`config.mk`:
```
export PLATFORM = sky130hd
export DESIGN_NAME = packet_serializer
export DESIGN_NICKNAME = d
export VERILOG_FILES = /design/src/rtl/packet_serializer.sv
export SDC_FILE = /design/constraint.sdc
export NUM_CORES = 1
export LEC_CHECK = 0
export ABC_AREA = 1
export CAP_MARGIN = 20
export CORE_MARGIN = 5
export CORE_UTILIZATION = 45
export CTS_CLUSTER_DIAMETER = 60
export DETAILED_ROUTE_END_ITERATION = 7
export PLACE_DENSITY = 0.75
export SLEW_MARGIN = 20
export SYNTH_ARGS = -nofsm -noshare
export SYNTH_HDL_FRONTEND = slang
export SYNTH_SLANG_ARGS = --single-unit
```
`constraint.sdc`:
```
create_clock -name clk_pixel -period 6.97 [get_ports clk_pixel]
set_clock_uncertainty 0.05 [all_clocks]
set_input_delay 1.0455 -clock clk_pixel [delete_from_list [all_inputs] [get_ports clk_pixel]]
set_output_delay 1.0455 -clock clk_pixel [all_outputs]
set_load 0.03 [all_outputs]
```
`src/rtl/packet_serializer.sv`:
```
// Data-island packet serializer: shifts out a 24-bit header and four 56-bit
// subpackets over 32 pixel clocks, appending BCH parity on every lane.
module packet_serializer (
  input  logic             clk_pixel,
  input  logic             reset,
  input  logic             data_island_period,
  input  logic [23:0]      header,
  input  logic [3:0][55:0] sub,
  output logic [8:0]       packet_data,
  output logic [4:0]       counter,
  output logic             packet_end
);

  logic [4:0]       cnt_q, cnt_d;
  logic [23:0]      hdr_sh_q, hdr_sh_d;
  logic [3:0][55:0] sub_sh_q, sub_sh_d;
  logic [7:0]       ecc_h_q, ecc_h_d;
  logic [3:0][7:0]  ecc_s_q, ecc_s_d;

  logic             first_clk;
  logic [31:0]      hdr_ext;
  logic [3:0][63:0] sub_ext;
  logic             hdr_bit;
  logic [3:0]       even_bit;
  logic [3:0]       odd_bit;

  // One LSB-first step of the x^8+x^7+x^6+1 BCH parity generator.
  function automatic logic [7:0] bch_step(input logic [7:0] e, input logic b);
    logic fb;
    fb = e[0] ^ b;
    return {1'b0, e[7:1]} ^ (fb ? 8'h83 : 8'h00);
  endfunction

  // State register
  always_ff @(posedge clk_pixel or negedge reset) begin
    if (!reset) begin
      cnt_q    <= '0;
      hdr_sh_q <= '0;
      sub_sh_q <= '0;
      ecc_h_q  <= '0;
      ecc_s_q  <= '0;
    end else begin
      cnt_q    <= cnt_d;
      hdr_sh_q <= hdr_sh_d;
      sub_sh_q <= sub_sh_d;
      ecc_h_q  <= ecc_h_d;
      ecc_s_q  <= ecc_s_d;
    end
  end

  // Bit selection: clock 0 reads the live inputs, later clocks the shadow copy.
  always_comb begin
    first_clk = (cnt_q == 5'd0);
    hdr_ext   = {8'h00, (first_clk ? header : hdr_sh_q)};
    hdr_bit   = hdr_ext[cnt_q];
    sub_ext   = '0;
    even_bit  = '0;
    odd_bit   = '0;
    for (int k = 0; k < 4; k++) begin
      sub_ext[k]  = {8'h00, (first_clk ? sub[k] : sub_sh_q[k])};
      even_bit[k] = sub_ext[k][{cnt_q, 1'b0}];
      odd_bit[k]  = sub_ext[k][{cnt_q, 1'b1}];
    end
  end

  // Next-state logic
  always_comb begin
    cnt_d    = data_island_period ? cnt_q + 5'd1 : 5'd0;
    hdr_sh_d = hdr_sh_q;
    sub_sh_d = sub_sh_q;
    ecc_h_d  = ecc_h_q;
    ecc_s_d  = ecc_s_q;

    if (data_island_period && first_clk) begin
      hdr_sh_d = header;
      sub_sh_d = sub;
    end

    // Parity restarts from a zero seed on clock 0, so an aborted packet
    // never leaks into the next one.
    if (data_island_period && (cnt_q < 5'd24)) begin
      ecc_h_d = bch_step(first_clk ? 8'h00 : ecc_h_q, hdr_bit);
    end
    if (data_island_period && (cnt_q < 5'd28)) begin
      for (int k = 0; k < 4; k++) begin
        ecc_s_d[k] = bch_step(bch_step(first_clk ? 8'h00 : ecc_s_q[k],
                                       even_bit[k]), odd_bit[k]);
      end
    end
  end

  // Output logic
  always_comb begin
    packet_data = '0;
    counter     = cnt_q;
    packet_end  = data_island_period && (cnt_q == 5'd31);
    if (data_island_period && reset) begin
      // Parity index is counter-24 (header) or counter-28 (subpackets),
      // which reduces to the low counter bits in those windows.
      packet_data[0] = (cnt_q < 5'd24) ? hdr_bit : ecc_h_q[cnt_q[2:0]];
      for (int k = 0; k < 4; k++) begin
        if (cnt_q < 5'd28) begin
          packet_data[1+k] = even_bit[k];
          packet_data[5+k] = odd_bit[k];
        end else begin
          packet_data[1+k] = ecc_s_q[k][{cnt_q[1:0], 1'b0}];
          packet_data[5+k] = ecc_s_q[k][{cnt_q[1:0], 1'b1}];
        end
      end
    end
  end

endmodule

```
==> Word-level counts from Yosys, hierarchy flattened <==
Index checks and enable logic that the tools add are counted.
W data, S select, Z words.
{ "classes": {"add_sub_neg": 1, "n_mul": 0, "div_mod_pow": 0, "order_cmp": 8, "n_eq_ne": 1, "shift": 0, "n_mux": 66, "bitwise": 18, "n_reduce_logical": 6} }
{ "op_table": {"columns": ["op", "n"], "rows": [
  ["$mux W56", 4],
  ["$mux W8", 14],
  ["$xor A7 B8 Y8", 9],
  ["$bmux W1 S5", 9],
  ["$mux W1", 27],
  ["$mux W24", 1],
  ["$bmux W1 S2", 8],
  ["$lt A6 B7 Y1 const B", 2],
  ["$lt A3 B4 Y1 const B", 3],
  ["$lt A5 B5 Y1 const B", 2],
  ["$mux W9", 1],
  ["$xor A1 B1 Y1", 9],
  ["$lt A5 B6 Y1 const B", 1],
  ["$add A5 B1 Y5 const B", 1],
  ["$eq A5 B5 Y1 const B", 1],
  ["$logic_and A1 B1 Y1", 5],
  ["$logic_not A5 Y1", 1],
  ["$mux W5", 1],
  ["$bmux W1 S3", 1]
]} }
{ "totals": {"ff_bits": 293, "latchBits": 0, "mem_bits_rw": 0, "mem_bits_ro": 0, "in_bits": 251, "output_inout_bits": 15, "word_cells": 111, "memories": 0} }

==> Longest topological paths before layout <==
{ "depth": {"depth_word": 10, "ltp_mapped": 24, "ltp_nobuf": 20} }

==> Worst setup path after synthesis <==
Ideal clock, no wire load.
{ "synth_timing": {"path_type": "register -> output", "startpoint": "register cnt_q[1] (netlist: counter[1])", "endpoint": "output packet_data[2]", "arrival_ps": 3409, "required_ps": 5874, "setup_slack_ps": 2466, "path_stages_with_launch": 20, "n_path_buf": 5, "path_cell_list": "dfrtp_1 -> buf_4 -> inv_2 -> buf_1 -> buf_1 -> ha_1 -> inv_1 -> nor2_8 -> nand2_4 -> buf_6 -> buf_6 -> nand2_1 -> nand3_1 -> nand3_1 -> nand3_1 -> nand2_1 -> inv_1 -> nand2_1 -> nand2_1 -> a211oi_1"} }
{ "synth_via": {"elab_chain_len": 6, "elab_cells_between_ends": 9, "classes_between": "order compare (1); mux (7); reduce/logical (1)"} }
{ "synth_lines": {"columns": ["element", "line", "text"], "rows": [
  ["start: declaration", "14", "logic [4:0] cnt_q, cnt_d;"],
  ["start signal: assignment", "43", "cnt_q <= cnt_d;"],
  ["$logic_not A5 Y1", "53", "first_clk = (cnt_q == 5'd0);"],
  ["$mux W56", "60", "sub_ext[k] = {8'h00, (first_clk ? sub[k] : sub_sh_q[k])};"],
  ["$bmux W1 S5", "61", "even_bit[k] = sub_ext[k][{cnt_q, 1'b0}];"],
  ["$mux W1 (implied by the code)", "61", null],
  ["$mux W1 (*)", "102", "if (cnt_q < 5'd28) begin"],
  ["$mux W9 (*)", "97", "if (data_island_period && reset) begin"],
  ["end: declaration", "9", "output logic [8:0] packet_data,"]
]} }
Mark *: on every way between the ends. The rest lies on a longest branch, timed or not. The select of a mux whose other input is x is not followed.

==> Final worst setup path <==
{ "layout_timing": {"startpoint": "register cnt_q[0] (netlist: counter[0])", "endpoint": "output packet_data[8]"} }
{ "layout_via": {"elab_chain_len": 6, "elab_cells_between_ends": 9, "classes_between": "order compare (1); mux (7); reduce/logical (1)"} }
{ "layout_lines": {"columns": ["element", "line", "text"], "rows": [
  ["$logic_not A5 Y1", "53", null],
  ["$mux W56", "60", null],
  ["$bmux W1 S5", "62", "odd_bit[k] = sub_ext[k][{cnt_q, 1'b1}];"],
  ["$mux W1 (implied by the code)", "62", null],
  ["$mux W1 (*)", "102", null],
  ["$mux W9 (*)", "97", null]
]} }
Marks and branches as above.

==> flow_summary_export.csv <==
group,metric,value,unit
clock_tree,cts_tree,"done",
worst_setup_path,critPathKind,"reg -> out",
detailed_routing,drtIter0Drc,1801,
power,worst_ir_drop_vdd,191,µV
clock_tree,cts_setup_buffers,0,
synth,async_flop_share,100,%
sta,relSlewSlack,25.5,%
global_route,grt_usage,26.4,%
detailed_routing,ant_nets,0,
sta,worstMarginPinSlew,1120,ps
sta,drv_slew,0,
worst_setup_path,crit_path_end_kind,"output pin",
worst_setup_path,cp_max_fo,72,
synth,ys_ff_latch,293,
clock_tree,cts_max_level,2,
worst_hold_path,min_path_type,"reg -> reg",
floorplan,ios,266,
placement,placed_cells_incl_taps,2750,
final_layout,layout.nets,2531,
clock_tree,clk_latency,530,ps
synth,yosysWarnings,0,
synth,seq_area_frac_synth,43.4,%
status,status,"complete, no violations",
final_layout,n_fill_cell,3349,
placement,hpwl,37.2,mm
global_route,grt_pass1_vias,15500,
floorplan,die-area,41500,µm²
synth,synth_top_area_cell,"dfrtp_1",
synth,syn_nets,2363,
clock_tree,cts_made_buffers,36,
power,p_total,5.86,mW
synth,synth_edf_count,0,
power,p_leak,9.51,nW
clock_tree,cts_sinks,293,
worst_setup_path,crit_required,5870,ps
synth,ys.flop_type,"dfrtp_1",
detailed_routing,first_pass_iters,5,
final_layout,layout_common_cells,"533 x nand2_1, 492 x nand3_1, 291 x dfrtp_1",
placement,port_buffers,265,
clock_tree,cts-root-buf,"clkbuf_16",
floorplan,core_region_area,37400,µm²
worst_setup_path,slowest_stage,"buf_4",
worst_setup_path,r2r_slack,1980,ps
synth,synthTopCellsByArea,"dfrtp_1 43%, nand3_1 15%, mux2_2 12%",
global_route,gr-total-overflow,0,
detailed_routing,wl_per_cell,20.0,µm
worst_setup_path,arrival,5000,ps
synth,avgSynthCellArea,8.01,µm²
final_layout,fin_cells,2817,
clock_tree,path_clk_slew,60,ps
sta,setup_viol,0,
final_layout,syn_to_final_growth,23.4,%
synth,synth_cell_type_count,30,
synth,syn_area,16900,µm²
final_layout,drive_gt1_share,12.4,%
floorplan,start_util,45.2,%
detailed_routing,viasPerCell,5.71,
synth,synth_top_area_share,43.4,%
detailed_routing,drc,0,
sta,period_minus_slack,6090,ps
flow_run,cap_violations,0,
sta,max_freq,0.164,GHz
sta,fin_setup_tns,0,ps
detailed_routing,vias,16100,
floorplan,rows,71,
worst_setup_path,worstPathCellList,"inv_4 -> ha_1 -> inv_1 -> nor2_8 -> buf_4 -> buf_4 -> nand3_1 -> nand3_1 -> nand3_1 -> nand3_1 -> nand2_1 -> nand3_1 -> nand2_1 -> a211oi_1 -> buf_12",
clock_tree,clock_path_buffers,3,
final_layout,layout_commonest_cell,"nand2_1",
sta,timing_hold_violations_final,0,
global_route,grt_max_degree,139,
worst_setup_path,cpPeakStageDelay,720,ps
worst_setup_path,worstSetupStartpointType,"register",
sta,finalCritPeriodShare,87.4,%
floorplan,die_width,204,µm
worst_setup_path,worst_path_most_repeated_cell,"nand3_1",
sta,grt_setup_unrepaired,"no",
power,p_per_area,281,nW/µm²
floorplan,die_y,204,µm
synth,synthCells,2109,
global_route,antenna_found_initial,4,
detailed_routing,drt_wl_total,56.4,mm
placement,finalWeightedCongestion,0.888,
clock_tree,cts_resized,0,
global_route,grt_pass1_wl,87.4,mm
clock_tree,cts_hold_buf,0,
cell usage after synthesis (3+ instances only):
cell and number:
o21ai_1 9, buf_1 26, nor3_1 5, inv_1 157, buf_2 49, inv_2 3, nor2_1 20, a211oi_1 6
dfrtp_1 293, o211ai_1 13, o22ai_1 5, nand2_1 534, clkbuf_1 40, buf_6 19, clkinv_1 4, ha_1 3
mux2_2 181, a21oi_1 78, buf_4 24, nand4_1 4, o21ai_0 133, nand3_1 492
worst paths after layout:
path                               startpoint              to  cells past startpoint
min in group asynchronous               reset    hdr_sh_q[12]                      1
max in group asynchronous               reset    hdr_sh_q[15]                      3
worst max-delay path               counter[0]  packet_data[8]                     15
worst min-delay path            sub_sh_q[106]   sub_sh_q[106]                      2
worst min register to register  sub_sh_q[106]   sub_sh_q[106]                      2
worst max register to register     counter[2]   sub_sh_q[140]                      6
sequential cells by signal (all words and copies together), names as in the netlist:
| name | cells |
|---|---|
| hdr_sh_q | 24 |
| ecc_h_q | 8 |
| sub_sh_q | 224 |
| ecc_s_q | 32 |
| counter | 5 |
kinds of logic (layout without fill, tap and decap cells):
family / Yosys count / in the layout / synth area share [%]
AOI/OAI and AO/OA: 246 / 246 / 7.64
adders and majority gates: 3 / 3 / 0.222
buffers and inverters: 322 / 518 / 8.90
DFF: 293 / 293 / 43.4
muxes: 181 / 181 / 12.1
other: 0 / 1 / 0
and+or+nand+nor: 1064 / 1064 / 27.8
layout make-up:
type | count | area, µm² | area share (%)
multi-input cells | 1494 | 8080 | 38.8
flip-flops and latches | 293 | 7340 | 35.2
repair buffers | 288 | 2930 | 14.0
clock buffers | 53 | 1040 | 5.01
well taps | 511 | 639 | 3.07
inverters | 164 | 618 | 2.97
clock inverters | 13 | 194 | 0.931
diodes | 1 | 2.50 | 0.0120
critical path: cells and delay by family, from the launching register on:
| family | cells | cell delay, ps |
|---|---|---|
| flops | 1 | 480 |
| fa+ha+maj | 1 | 220 |
| simple gates | 8 | 1020 |
| compound gates | 1 | 690 |
| buf+inv | 5 | 1970 |
metal layers:
metal / up-vias / share of wire, % / routed length [µm] / global-route usage, %
met5: - / 0.060 / 34 / 0
met4: 6 / 3.9 / 2210 / 10.1
met3: 134 / 9.2 / 5160 / 4.85
met2: 841 / 47 / 26200 / 42.1
met1: 7693 / 40 / 22700 / 36.1
li1: 7397 / - / - / -
power by group:
| part | internal (mW) | switching [mW] | total (mW) |
|---|---|---|---|
| combinational | 0.689 | 0.906 | 1.60 |
| sequential | 2.10 | 0.217 | 2.32 |
| clock | 1.17 | 0.773 | 1.94 |
| total | 3.96 | 1.90 | 5.86 |
metrics by stage:
step / util [%] / cell area (µm²) / setup slack (ps) / hold WS [ps]
finish: 55.7 / 20800 / 878 / 434
global route: 55.7 / 20800 / 621 / 453
CTS: 55.7 / 20800 / 891 / 430
detailed placement: 52.4 / 19600 / 1450 / 419
global placement: 52.4 / 19600 / 1530 / 403
floorplan: - / 16900 / 2470 / 392
Power figures use the tool's default switching activity.
